--- src/rtl/mem_bus_initiator.sv ---
// mem_bus_initiator: turns one burst command into per-beat native memory-bus
//   requests (incrementing word address, fill data) and per-beat responses.
// Latency: mem_valid rises 1 cycle after command acceptance; each response
//   appears 1 cycle after the mem_ready edge (or the timeout edge).
// Backpressure: cmd_ready only in IDLE; while rsp_valid waits on rsp_ready,
//   the bus stays idle and the next beat is issued only after the handshake.
// Ports:
//   clk, resetn                        - clock, async active-low reset
//   cmd_valid/ready/write/addr/wdata/wstrb/len - burst command (len = beats-1)
//   mem_valid/instr/addr/wdata/wstrb/ready/rdata - memory-bus initiator side
//   rsp_valid/ready/rdata/err/last     - per-beat response channel
//   busy                               - high whenever a command is in flight
module mem_bus_initiator #(
  parameter int TIMEOUT_CYCLES = 255,
  parameter int LEN_W          = 8
) (
  input  logic             clk,
  input  logic             resetn,

  input  logic             cmd_valid,
  output logic             cmd_ready,
  input  logic             cmd_write,
  input  logic [31:0]      cmd_addr,
  input  logic [31:0]      cmd_wdata,
  input  logic [3:0]       cmd_wstrb,
  input  logic [LEN_W-1:0] cmd_len,

  output logic             mem_valid,
  output logic             mem_instr,
  output logic [31:0]      mem_addr,
  output logic [31:0]      mem_wdata,
  output logic [3:0]       mem_wstrb,
  input  logic             mem_ready,
  input  logic [31:0]      mem_rdata,

  output logic             rsp_valid,
  input  logic             rsp_ready,
  output logic [31:0]      rsp_rdata,
  output logic             rsp_err,
  output logic             rsp_last,

  output logic             busy
);

  // The stall counter only has to reach TIMEOUT_CYCLES-1: the abort is taken
  // on the edge that would have made it TIMEOUT_CYCLES.
  localparam int TMO_W = (TIMEOUT_CYCLES < 2) ? 1 : $clog2(TIMEOUT_CYCLES);
  localparam logic [TMO_W-1:0] TMO_LAST = TMO_W'(TIMEOUT_CYCLES - 1);

  typedef enum logic [1:0] {
    IDLE = 2'd0,
    REQ  = 2'd1,
    RSP  = 2'd2
  } state_t;

  state_t             state;
  state_t             state_nxt;
  logic [LEN_W-1:0]   beats_left;
  logic [TMO_W-1:0]   tmo_cnt;

  logic               cmd_acc;
  logic               beat_done;
  logic               tmo_fire;
  logic               tmo_inc;
  logic               advance;

  // All handshake-facing outputs decode straight from the state register so
  // they drop together, asynchronously, when resetn falls.
  assign cmd_ready = (state == IDLE);
  assign mem_valid = (state == REQ);
  assign rsp_valid = (state == RSP);
  assign busy      = (state != IDLE);
  assign mem_instr = 1'b0;

  always_ff @(posedge clk or negedge resetn) begin
    if (!resetn) begin
      state <= IDLE;
    end else begin
      state <= state_nxt;
    end
  end

  always_comb begin
    state_nxt = state;
    cmd_acc   = 1'b0;
    beat_done = 1'b0;
    tmo_fire  = 1'b0;
    tmo_inc   = 1'b0;
    advance   = 1'b0;
    case (state)
      IDLE: begin
        if (cmd_valid) begin
          cmd_acc   = 1'b1;
          state_nxt = REQ;
        end
      end
      REQ: begin
        // mem_ready wins over a timeout landing on the same edge.
        if (mem_ready) begin
          beat_done = 1'b1;
          state_nxt = RSP;
        end else if (tmo_cnt == TMO_LAST) begin
          tmo_fire  = 1'b1;
          state_nxt = RSP;
        end else begin
          tmo_inc   = 1'b1;
        end
      end
      RSP: begin
        if (rsp_ready) begin
          if (rsp_last) begin
            state_nxt = IDLE;
          end else begin
            advance   = 1'b1;
            state_nxt = REQ;
          end
        end
      end
      default: state_nxt = IDLE;
    endcase
  end

  always_ff @(posedge clk or negedge resetn) begin
    if (!resetn) begin
      mem_addr   <= '0;
      mem_wdata  <= '0;
      mem_wstrb  <= '0;
      beats_left <= '0;
      tmo_cnt    <= '0;
      rsp_rdata  <= '0;
      rsp_err    <= 1'b0;
      rsp_last   <= 1'b0;
    end else begin
      if (cmd_acc) begin
        mem_addr   <= {cmd_addr[31:2], 2'b00};
        mem_wdata  <= cmd_wdata;
        mem_wstrb  <= cmd_write ? cmd_wstrb : 4'b0000;
        beats_left <= cmd_len;
        tmo_cnt    <= '0;
      end

      if (tmo_inc) begin
        tmo_cnt <= tmo_cnt + 1'b1;
      end

      // Read data is captured for writes too; the consumer ignores it.
      if (beat_done) begin
        rsp_rdata <= mem_rdata;
        rsp_err   <= 1'b0;
        rsp_last  <= (beats_left == '0);
      end

      // An aborted beat ends the whole burst: forcing last sends the FSM
      // back to IDLE after this single error response.
      if (tmo_fire) begin
        rsp_rdata  <= '0;
        rsp_err    <= 1'b1;
        rsp_last   <= 1'b1;
        beats_left <= '0;
      end

      // Address wraps naturally modulo 2^32.
      if (advance) begin
        mem_addr   <= mem_addr + 32'd4;
        beats_left <= beats_left - 1'b1;
        tmo_cnt    <= '0;
      end
    end
  end

endmodule

--- config.mk ---
export PLATFORM = sky130hd
export DESIGN_NAME = mem_bus_initiator
export DESIGN_NICKNAME = d
export VERILOG_FILES = /design/src/rtl/mem_bus_initiator.sv
export SDC_FILE = /design/constraint.sdc
export NUM_CORES = 1
export LEC_CHECK = 0
export ABC_AREA = 1
export CAP_MARGIN = 10
export CELL_PAD_IN_SITES_DETAIL_PLACEMENT = 0
export CELL_PAD_IN_SITES_GLOBAL_PLACEMENT = 1
export CORE_UTILIZATION = 29
export DETAILED_ROUTE_END_ITERATION = 8
export GPL_ROUTABILITY_DRIVEN = 0
export PLACE_DENSITY = 0.77
export SYNTH_ARGS = -nofsm -noshare
export SYNTH_HDL_FRONTEND = slang
export SYNTH_SLANG_ARGS = --single-unit
--- constraint.sdc ---
create_clock -name clk -period 1.73 [get_ports clk]
set_clock_uncertainty 0.2 [all_clocks]
set_input_delay 0.346 -clock clk [delete_from_list [all_inputs] [get_ports clk]]
set_output_delay 0.346 -clock clk [all_outputs]
set_load 0.005 [all_outputs]
==> metrics.yaml <==
floorplanning:
  floorplan.die.height_um: 147
  core-area_um2: 20400
  starting_utilization_of_the_core_area: 0.299
  ios: 221
  floorplan.die_area_um2: 21700
  placementRows: 52
  die_w_um: 147
power_and_ir_drop:
  netSwitchingPower_uw: 6390
  power.density_cell_area_nw_per_um2: 1630
  p_comb_frac: 0.496
  power.share.clock: 0.226
  finalPower_uw: 17400
  vdd_drop_max_mv: 0.889
  internal_power_summed_over_all_cells_uw: 11000
  power.switching_fraction: 0.367
  power.leakage_uw: 0.00519
  seqPwrFrac: 0.278
cts:
  cts_tree: "yes"
  ctsHtreeMaxLevel: 4
  clk_path_buf_depth: 2
  cts_buffers: 17
  clock-root-buffer: "sky130_fd_sc_hd__clkbuf_16"
  clk_latency_ps: 410
  num_clock_sinks: 118
  clkSlewWorstSetupHoldPaths_ps: 60
synth:
  synthMuxAreaShare: 0
  synth-simple-area-share: 0.377
  synth.cell_area_um2: 6110
  post_synth_num_cell_types: 35
  xor_xnor_cell_area_share_of_the_yosys_netlist: 0.0100
  syn-mean-instance-area_um2: 7.45
  yosys_warnings: 0
  adder_and_majority_gate_portion_of_the_synthesized_area: 0.0102
  synth_compound_gate_area_share: 0.0502
  yosys_register_bits: 118
  postSynthCellCount: 820
  synth.yosys.seq_area_share: 0.483
  largest_family_of_logic_cells_by_synthesized_area: "simple AND/OR/NAND/NOR gates"
worst_setup_path:
  endpoint_kind: "output port"
  setup.worst_path.start_class: "register"
  r2r_slack_ps: -20
  rr_worst_depth: 10
  endpoint_arrival_time_on_the_critical_path_ps: 1230
  r2r-start: "state[1]"
  worst_setup_path_startpoint: "state[1]"
  required_ps: 1180
  path_max_fanout: 2
  timing.setup.critical_path_class: "register to output port"
hold_path:
  min_path_cells: 3
  worstHoldStart: "cmd_wdata[7]"
  min-delay-path-class: "input pin to register"
global_route:
  first_global_vias: 6172
  antenna_found_initial: 1
  residual_overflow_from_global_routing: 0
  grt_max_degree: 81
  grt_use_total: 0.187
  grt_pass1_wl_um: 31900
timing:
  finalMaxSlewViolations: 0
  report.final.hold_viol_count: 0
  grt_setup_unrepaired: "true"
  final-setup-viol-count: 11
  fin_setup_tns_ps: -220
  postLayoutSetupSlackWorst_ps: -50.8
  period_needed_ps: 1780
  max_clock_freq_mhz: 562
  period_share: 1.03
routing:
  dr.pass1.iters: 5
  antenna_violating_nets_left: 0
  dr_total_vias: 6452
  detail_route.vias_per_cell: 4.54
  post_drt_wl_per_cell_um: 15.0
  dr.first_iter.drc_count: 275
  drt-total-wl_um: 21300
  detail_route.drc_violations: 0
final_layout:
  final_area_um2: 10700
  num-fill-cells: 1980
  flow.area_growth_from_synthesis_pct: 74.8
  n_antenna_cell: 0
  most-common-layout-cells: "303 x sky130_fd_sc_hd__nand2_1, 110 x sky130_fd_sc_hd__clkdlybuf4s50_1, 109 x sky130_fd_sc_hd__dfrtp_1"
  finish.net_count: 1259
  layout_commonest_cell: "sky130_fd_sc_hd__nand2_1"
  post_route_cells_drive_above_1_share: 0.252
run_status:
  failed_checks: "negative setup slack"
  outcome: "finished with violations"
placement:
  dp_hpwl_um: 13400
  pre_cts_slack_ps: -238
  portBuffers: 215
  placement.cell_area_um2: 8960
job:
  drv.max_cap_violation_count: 0
-- state kept, by name, indices dropped and copies added, names as in the netlist, 2 cells and up --
name,flops
rsp_rdata,32
mem_wdata,32
state,2
tmo_cnt,8
mem_addr,30
beats_left,8
mem_wstrb,4
-- layer usage --
metal  wire length [um]  up-vias  track usage  share of wire
met5                 13        -            0        0.00061
met3               1330       28       0.0519          0.063
met4                388        2       0.0686          0.018
li1                   -     3240            -              -
met1               9420     3005        0.240           0.44
met2              10100      177        0.298           0.48
-- synth_stat cells --
master,count,area [um^2]
sky130_fd_sc_hd__nand3_1,85,425
sky130_fd_sc_hd__buf_4,9,67.6
sky130_fd_sc_hd__nor2_1,73,274
sky130_fd_sc_hd__inv_2,5,18.8
sky130_fd_sc_hd__a31oi_1,1,6.26
sky130_fd_sc_hd__nand4_4,1,21.3
sky130_fd_sc_hd__nand2_4,1,11.3
sky130_fd_sc_hd__dfrtp_1,118,2950
sky130_fd_sc_hd__nand2_8,1,20.0
sky130_fd_sc_hd__inv_1,52,195
sky130_fd_sc_hd__xor2_1,6,52.6
sky130_fd_sc_hd__a211oi_1,2,15.0
sky130_fd_sc_hd__clkbuf_1,10,37.5
sky130_fd_sc_hd__nor3_4,1,16.3
sky130_fd_sc_hd__o22ai_1,3,18.8
sky130_fd_sc_hd__conb_1,1,3.75
sky130_fd_sc_hd__o21ai_0,24,120
sky130_fd_sc_hd__xnor2_1,1,8.76
sky130_fd_sc_hd__o211ai_1,10,75.1
sky130_fd_sc_hd__or2_2,2,12.5
sky130_fd_sc_hd__nor2_2,3,18.8
sky130_fd_sc_hd__ha_1,5,62.6
sky130_fd_sc_hd__nor3_1,3,15.0
sky130_fd_sc_hd__nand4_1,8,50.1
sky130_fd_sc_hd__o21ai_2,2,17.5
sky130_fd_sc_hd__o21ai_1,3,15.0
sky130_fd_sc_hd__o221ai_1,1,8.76
sky130_fd_sc_hd__nand2_1,359,1350
sky130_fd_sc_hd__nand3_4,1,17.5
sky130_fd_sc_hd__buf_6,5,56.3
sky130_fd_sc_hd__nand2_2,5,31.3
sky130_fd_sc_hd__nand3b_1,1,7.51
sky130_fd_sc_hd__buf_2,9,45.0
sky130_fd_sc_hd__nor2_4,3,33.8
sky130_fd_sc_hd__a21oi_1,6,30.0
-- logic make-up after synthesis --
group / count (synthesis)
compound gates: 52
xor+xnor: 7
fa+ha+maj: 5
buf+inv: 90
flops: 118
other cells: 1
simple gates: 547
-- final cells by class --
class                   count  area (um^2)  share of cell area
repair buffers            331         3330               0.312
multi-input cells         615         3160               0.296
flip-flops and latches    118         2960               0.277
clock buffers              17          425              0.0398
well taps                 270          338              0.0316
inverters                  57          239              0.0224
clock inverters            14          224              0.0210
-- final timing paths --
path | end
max | cmd_ready
min | mem_wdata[7]
max reg2reg | mem_addr[16]
min reg2reg | rsp_rdata[6]
max in group asynchronous | mem_addr[21]
min in group asynchronous | rsp_rdata[24]
-- metrics by stage --
stage / hold WS (ps) / util / std cells
5_1_grt: 241 / 0.523 / 1422
3_5_place_dp: 228 / 0.439 / 1332
2_1_floorplan: -150 / - / 822
4_1_cts: 239 / 0.484 / 1399
3_3_place_gp: 226 / 0.439 / 1332
6_report: 259 / 0.523 / 1422
-- critical path: stages (launching register included) --
cell,delay (ps)
sky130_fd_sc_hd__dfrtp_1,410
sky130_fd_sc_hd__buf_6,130
sky130_fd_sc_hd__nor2_4,90
sky130_fd_sc_hd__buf_6,110
sky130_fd_sc_hd__buf_6,80
-- power by group through the flow --
stage | logic [uW] | clock network (uW) | registers (uW)
after floorplan | 2910 | 0 | 5040
after global placement | 7070 | 0 | 5030
after detailed placement | 7150 | 0 | 5040
after CTS | 7490 | 4030 | 4730
after global routing | 9500 | 4160 | 5010
final | 8630 | 3930 | 4830
-- repair_timing --
action	in CTS	in global routing
setup buffers	32	9
setup endpoints to repair	112	110
hold endpoints to repair	118	0
gates resized for setup	161	147
pin swaps	5	21
hold buffers	1	0
gates cloned	3	14
No activity file was read; power rests on OpenSTA's default activity.
